**src/rtl/regbus_master.sv**
```systemverilog
// regbus_master: single/burst initiator for the simple register bus.
// Write beats follow the WD stream; reads keep one beat outstanding and sample READ_DATA RD_LAT cycles after READ.
module regbus_master #(
    parameter int ADDR_W = 3,
    parameter int DATA_W = 2,
    parameter int LEN_W  = 3,
    parameter int RD_LAT = 1
) (
    input  logic              CLK,
    input  logic              RST,
    input  logic              CMD_VALID,
    output logic              CMD_READY,
    input  logic              CMD_WRITE,
    input  logic [ADDR_W-1:0] CMD_ADDR,
    input  logic [LEN_W-1:0]  CMD_LEN,
    input  logic              WD_VALID,
    output logic              WD_READY,
    input  logic [DATA_W-1:0] WD_DATA,
    output logic              RD_VALID,
    output logic [DATA_W-1:0] RD_DATA,
    output logic              RD_LAST,
    output logic              DONE,
    output logic              WRITE,
    output logic              READ,
    output logic [ADDR_W-1:0] ADDR,
    output logic [DATA_W-1:0] WRITE_DATA,
    input  logic [DATA_W-1:0] READ_DATA
);

    localparam logic [2:0] LAT = 3'(RD_LAT);

    typedef enum logic [2:0] {IDLE, WR, RD_ISSUE, RD_WAIT, FIN} state_t;

    state_t             state, state_nxt;
    logic [ADDR_W-1:0]  cur_addr, cur_addr_nxt;
    logic [LEN_W-1:0]   remaining, remaining_nxt;
    logic [2:0]         wait_cnt, wait_cnt_nxt;
    logic               write_nxt, read_nxt, rd_valid_nxt, rd_last_nxt, done_nxt;
    logic [ADDR_W-1:0]  addr_nxt;
    logic [DATA_W-1:0]  write_data_nxt, rd_data_nxt;

    assign CMD_READY = (state == IDLE);
    assign WD_READY  = (state == WR);

    always_comb begin
        state_nxt      = state;
        cur_addr_nxt   = cur_addr;
        remaining_nxt  = remaining;
        wait_cnt_nxt   = wait_cnt;
        write_nxt      = 1'b0;
        read_nxt       = 1'b0;
        rd_valid_nxt   = 1'b0;
        rd_last_nxt    = 1'b0;
        done_nxt       = 1'b0;
        addr_nxt       = ADDR;
        write_data_nxt = WRITE_DATA;
        rd_data_nxt    = RD_DATA;

        case (state)
            IDLE: begin
                if (CMD_VALID && CMD_READY) begin
                    cur_addr_nxt  = CMD_ADDR;
                    remaining_nxt = CMD_LEN;
                    state_nxt     = CMD_WRITE ? WR : RD_ISSUE;
                end
            end
            WR: begin
                if (WD_VALID && WD_READY) begin
                    write_nxt      = 1'b1;
                    addr_nxt       = cur_addr;
                    write_data_nxt = WD_DATA;
                    cur_addr_nxt   = cur_addr + 1'b1;
                    if (remaining == '0) state_nxt = FIN;
                    else                 remaining_nxt = remaining - 1'b1;
                end
            end
            RD_ISSUE: begin
                read_nxt     = 1'b1;
                addr_nxt     = cur_addr;
                cur_addr_nxt = cur_addr + 1'b1;
                wait_cnt_nxt = LAT;
                state_nxt    = RD_WAIT;
            end
            RD_WAIT: begin
                // Sample edge doubles as the issue edge of the next beat, so the period is RD_LAT+1.
                if (wait_cnt == '0) begin
                    rd_valid_nxt = 1'b1;
                    rd_data_nxt  = READ_DATA;
                    rd_last_nxt  = (remaining == '0);
                    if (remaining == '0) begin
                        state_nxt = FIN;
                    end else begin
                        remaining_nxt = remaining - 1'b1;
                        read_nxt      = 1'b1;
                        addr_nxt      = cur_addr;
                        cur_addr_nxt  = cur_addr + 1'b1;
                        wait_cnt_nxt  = LAT;
                    end
                end else begin
                    wait_cnt_nxt = wait_cnt - 1'b1;
                end
            end
            FIN: begin
                done_nxt  = 1'b1;
                state_nxt = IDLE;
            end
            default: state_nxt = IDLE;
        endcase
    end

    always_ff @(posedge CLK) begin
        if (RST) begin
            state      <= IDLE;
            cur_addr   <= '0;
            remaining  <= '0;
            wait_cnt   <= '0;
            WRITE      <= 1'b0;
            READ       <= 1'b0;
            ADDR       <= '0;
            WRITE_DATA <= '0;
            RD_VALID   <= 1'b0;
            RD_DATA    <= '0;
            RD_LAST    <= 1'b0;
            DONE       <= 1'b0;
        end else begin
            state      <= state_nxt;
            cur_addr   <= cur_addr_nxt;
            remaining  <= remaining_nxt;
            wait_cnt   <= wait_cnt_nxt;
            WRITE      <= write_nxt;
            READ       <= read_nxt;
            ADDR       <= addr_nxt;
            WRITE_DATA <= write_data_nxt;
            RD_VALID   <= rd_valid_nxt;
            RD_DATA    <= rd_data_nxt;
            RD_LAST    <= rd_last_nxt;
            DONE       <= done_nxt;
        end
    end

endmodule
```
**config.mk**
```make
export PLATFORM = sky130hd
export DESIGN_NAME = regbus_master
export DESIGN_NICKNAME = d
export VERILOG_FILES = /design/src/rtl/regbus_master.sv
export SDC_FILE = /design/constraint.sdc
export NUM_CORES = 1
export LEC_CHECK = 0
export CORE_MARGIN = 2
export CORE_UTILIZATION = 35
export CTS_CLUSTER_SIZE = 12
export DETAILED_ROUTE_END_ITERATION = 8
export HOLD_SLACK_MARGIN = 0.02
export SYNTH_ARGS = -nofsm -noshare
export SYNTH_HDL_FRONTEND = slang
export SYNTH_SLANG_ARGS = --single-unit
```
**constraint.sdc**
```tcl
create_clock -name CLK -period 3.3 [get_ports CLK]
set_clock_uncertainty 0.05 [all_clocks]
set_input_delay 0.495 -clock CLK [delete_from_list [all_inputs] [get_ports CLK]]
set_output_delay 0.495 -clock CLK [all_outputs]
set_load 0.02 [all_outputs]
```
==> results.toml <==
[status]
outcome = "complete, no violations"

[logic_synthesis]
synthDistinctLibCells = 46
synthArstFlopShare = 0
synth_compound_area_frac = 0.217
synth_nets = 150
synthAdderAreaFrac = 0.0301
synthSimpleGateAreaFrac = 0.231
synth_area_leaders = "dfxtp_1 39%, mux2i_1 6.4%, nor2_1 5.1%"
synth_mux_area_frac = 0.0762
synth_area_um2 = 1250
synth_flop_cell = "dfxtp_1"
synth_xor_xnor_area_share = 0
ys_warn_count = 0
ys_ff_latch = 24
yosysTopAreaCellShare = 0.385
yosysTopAreaCell = "dfxtp_1"
syn_area_per_cell_um2 = 9.45
syn_inst = 132
synth_top_family_by_area = "simple AND/OR/NAND/NOR gates"
yosysSeqAreaShare = 0.385
synth_edf_count = 0

[timing]
max_slew_margin = 0.548
setup_viol = 0
worst_pin_slew_ns = 0.676
rsz0062_at_grt = "false"
fmax_mhz = 386
fin_crit_ns = 2.59
slew_viol_final = 0
fin_crit_sh = 0.785
setup-tns-final_ns = 0
setup_ws_ns = 0.709
finalHoldViolations = 0

[floorplan]
die_area_um2 = 4060
dieWidth_um = 63.7
coreArea_um2 = 3390
io_pins = 29
initial_core_util = 0.368
die_h_um = 63.7
num_rows = 21

[critical_path]
cp_top_family = "flip-flops"
cp_data_required_time_ns = 2.75
startpoint_type = "flop"
r2r_cells = 4
r2r-end = "remaining[1]"
max_stage_delay_ns = 0.78
crit_chain = "nand2b_2, nor2_1, clkdlybuf4s50_1"
path_class = "flop to output port"
path_max_fanout = 18
worst_ep_arrival_time_ns = 2.05
rr_startpoint = "state[0]"
r2r_slack_ns = 1.34
cp_slowest_cell = "dfxtp_1"
critical_path_buf_inv_count = 1
endpoint_kind = "output port"

[grt]
met3_usage = 0.0232
antenna_found_initial = 0
grt_use_met1 = 0.189
grt_pass1_vias = 1015
grtUsageMet2 = 0.245
grt-busiest-layer = "met2"
grt_usage = 0.150
grt_max_degree = 23
overflow = 0
grt_first_pass_wirelength_um = 4800

[detailed_routing]
dr.pass1.iters = 4
drc = 0
vias = 1045
antenna_left = 0
drt-total-wl_um = 2810
wl_per_cell_um = 13.8
viasPerCell = 5.12
drt-initial-drc-count = 44

[cts]
cts_root_buf = "clkbuf_4"
tritoncts = "done"
cts_max_level = 1
clk_latency_ns = 0.31
clockBufferDepth = 2
clkTransAtPathRegs_ns = 0.13
post_cts_resized = 0
cts_sinks = 24
postCtsSetupRepairBufs = 0
cts_inserted_buffers = 3
holdBufCountCts = 0

[final_layout]
drive_gt1_frac = 0.101
area_delta_synth_final_pct = 28.2
fill_cells = 324
final_area_um2 = 1600
nNetsFinal = 177
antenna_cells = 0

[min_path]
hold_start = "remaining[2]"
min_path_type = "flop to flop"
min_path_cells = 2
holdPathEnd = "remaining[2]"

[place]
place_area_um2 = 1550
preCtsSetupSlack_ns = 1.11
portBuffers = 28
place.gp.congestion = 0.748
dp_hpwl_um = 2050

[power_and_ir_drop]
static-leakage-power_uw = 0.000616
powerDensity_nw_per_um2 = 595
power_uw = 951
max-vdd-ir-drop_v = 0.000188

[flow_run]
drv_cap = 0
[area by class of cell]
type                    count  area (µm²)  area share
multi-input cells          93         691       0.432
flip-flops and latches     24         480       0.300
repair buffers             29         288       0.180
well taps                  46        57.6      0.0360
clock inverters             1        30.0      0.0188
inverters                   8        30.0      0.0188
clock buffers               3        22.5      0.0141
[worst max-delay path by stage]
stage | from | endpoint | slack [ns] | cells after the start
final | state[0] | WD_READY | 0.71 | 3
after global routing | state[0] | WD_READY | 0.56 | 3
after CTS | state[0] | WD_READY | 0.72 | 3
after floorplan | state[0] | CMD_READY | 1.67 | 3
after detailed placement | state[0] | WD_READY | 1.11 | 3
after global placement | state[0] | WD_READY | 1.15 | 3
[power by group]
part	switching, µW	total, µW	internal, µW
sequential	53.5	382	328
combinational	193	356	163
clock	90.5	213	123
total	337	951	614
[registers in the layout, summed over array words and instances, names as in the netlist]
register	count
ADDR	3
cur_addr	3
remaining	3
state	3
wait_cnt	3
RD_DATA	2
WRITE_DATA	2
DONE	1
RD_LAST	1
RD_VALID	1
READ	1
WRITE	1
[through the flow]
| step | cells | hold slack, ns | util |
|---|---|---|---|
| CTS | 204 | 0.455 | 0.472 |
| global route | 204 | 0.474 | 0.472 |
| floorplan | 132 | 0.410 | - |
| global placement | 200 | 0.429 | 0.456 |
| finish | 204 | 0.449 | 0.472 |
| detailed placement | 200 | 0.441 | 0.456 |
[synth_stat cells, drive strengths merged, types with 2 or more instances]
master / n
o21ai: 6
dfxtp: 24
nor3b: 2
ha: 3
inv: 8
nor3: 7
nor2: 17
a21oi: 7
a211oi: 6
and3: 2
mux2i: 8
o32ai: 2
clkbuf: 2
a221oi: 2
nor2b: 2
nand3b: 2
buf: 5
nand2b: 5
nand2: 3
[layout by cell type, fill, tap and decap left out, drive strengths merged, types with 2 or more instances in the layout]
cell / Yosys / layout
clkdlybuf4s50: 0 / 28
dfxtp: 24 / 24
nor2: 17 / 17
inv: 8 / 8
mux2i: 8 / 8
nor3: 7 / 7
a21oi: 7 / 7
o21ai: 6 / 6
a211oi: 6 / 6
nand2b: 5 / 5
nand2: 3 / 3
ha: 3 / 3
clkbuf: 2 / 3
nor2b: 2 / 2
nand3b: 2 / 2
and3: 2 / 2
o32ai: 2 / 2
a221oi: 2 / 2
nor3b: 2 / 2
[tightest hold or removal path, delay by kind of cell, from the launching register on]
family | cells | cell delay, ns
AO/OA/AOI/OAI | 2 | 0.12
flip-flops | 1 | 0.34
[per-layer routing]
layer | wire, µm | vias to the layer above | part of all wire
li1 | - | 531 | -
met1 | 1290 | 494 | 0.46
met2 | 1420 | 16 | 0.50
met3 | 66 | 4 | 0.023
met4 | 42 | 0 | 0.015
met5 | 0 | - | 0
[cell families (layout without fill, tap and decap cells)]
| group | Yosys count | in the layout |
|---|---|---|
| simple gates | 47 | 47 |
| compound gates | 34 | 34 |
| flops | 24 | 24 |
| buf+inv | 15 | 41 |
| mux | 9 | 9 |
| fa+ha+maj | 3 | 3 |
No activity file was read; power rests on OpenSTA's default activity.
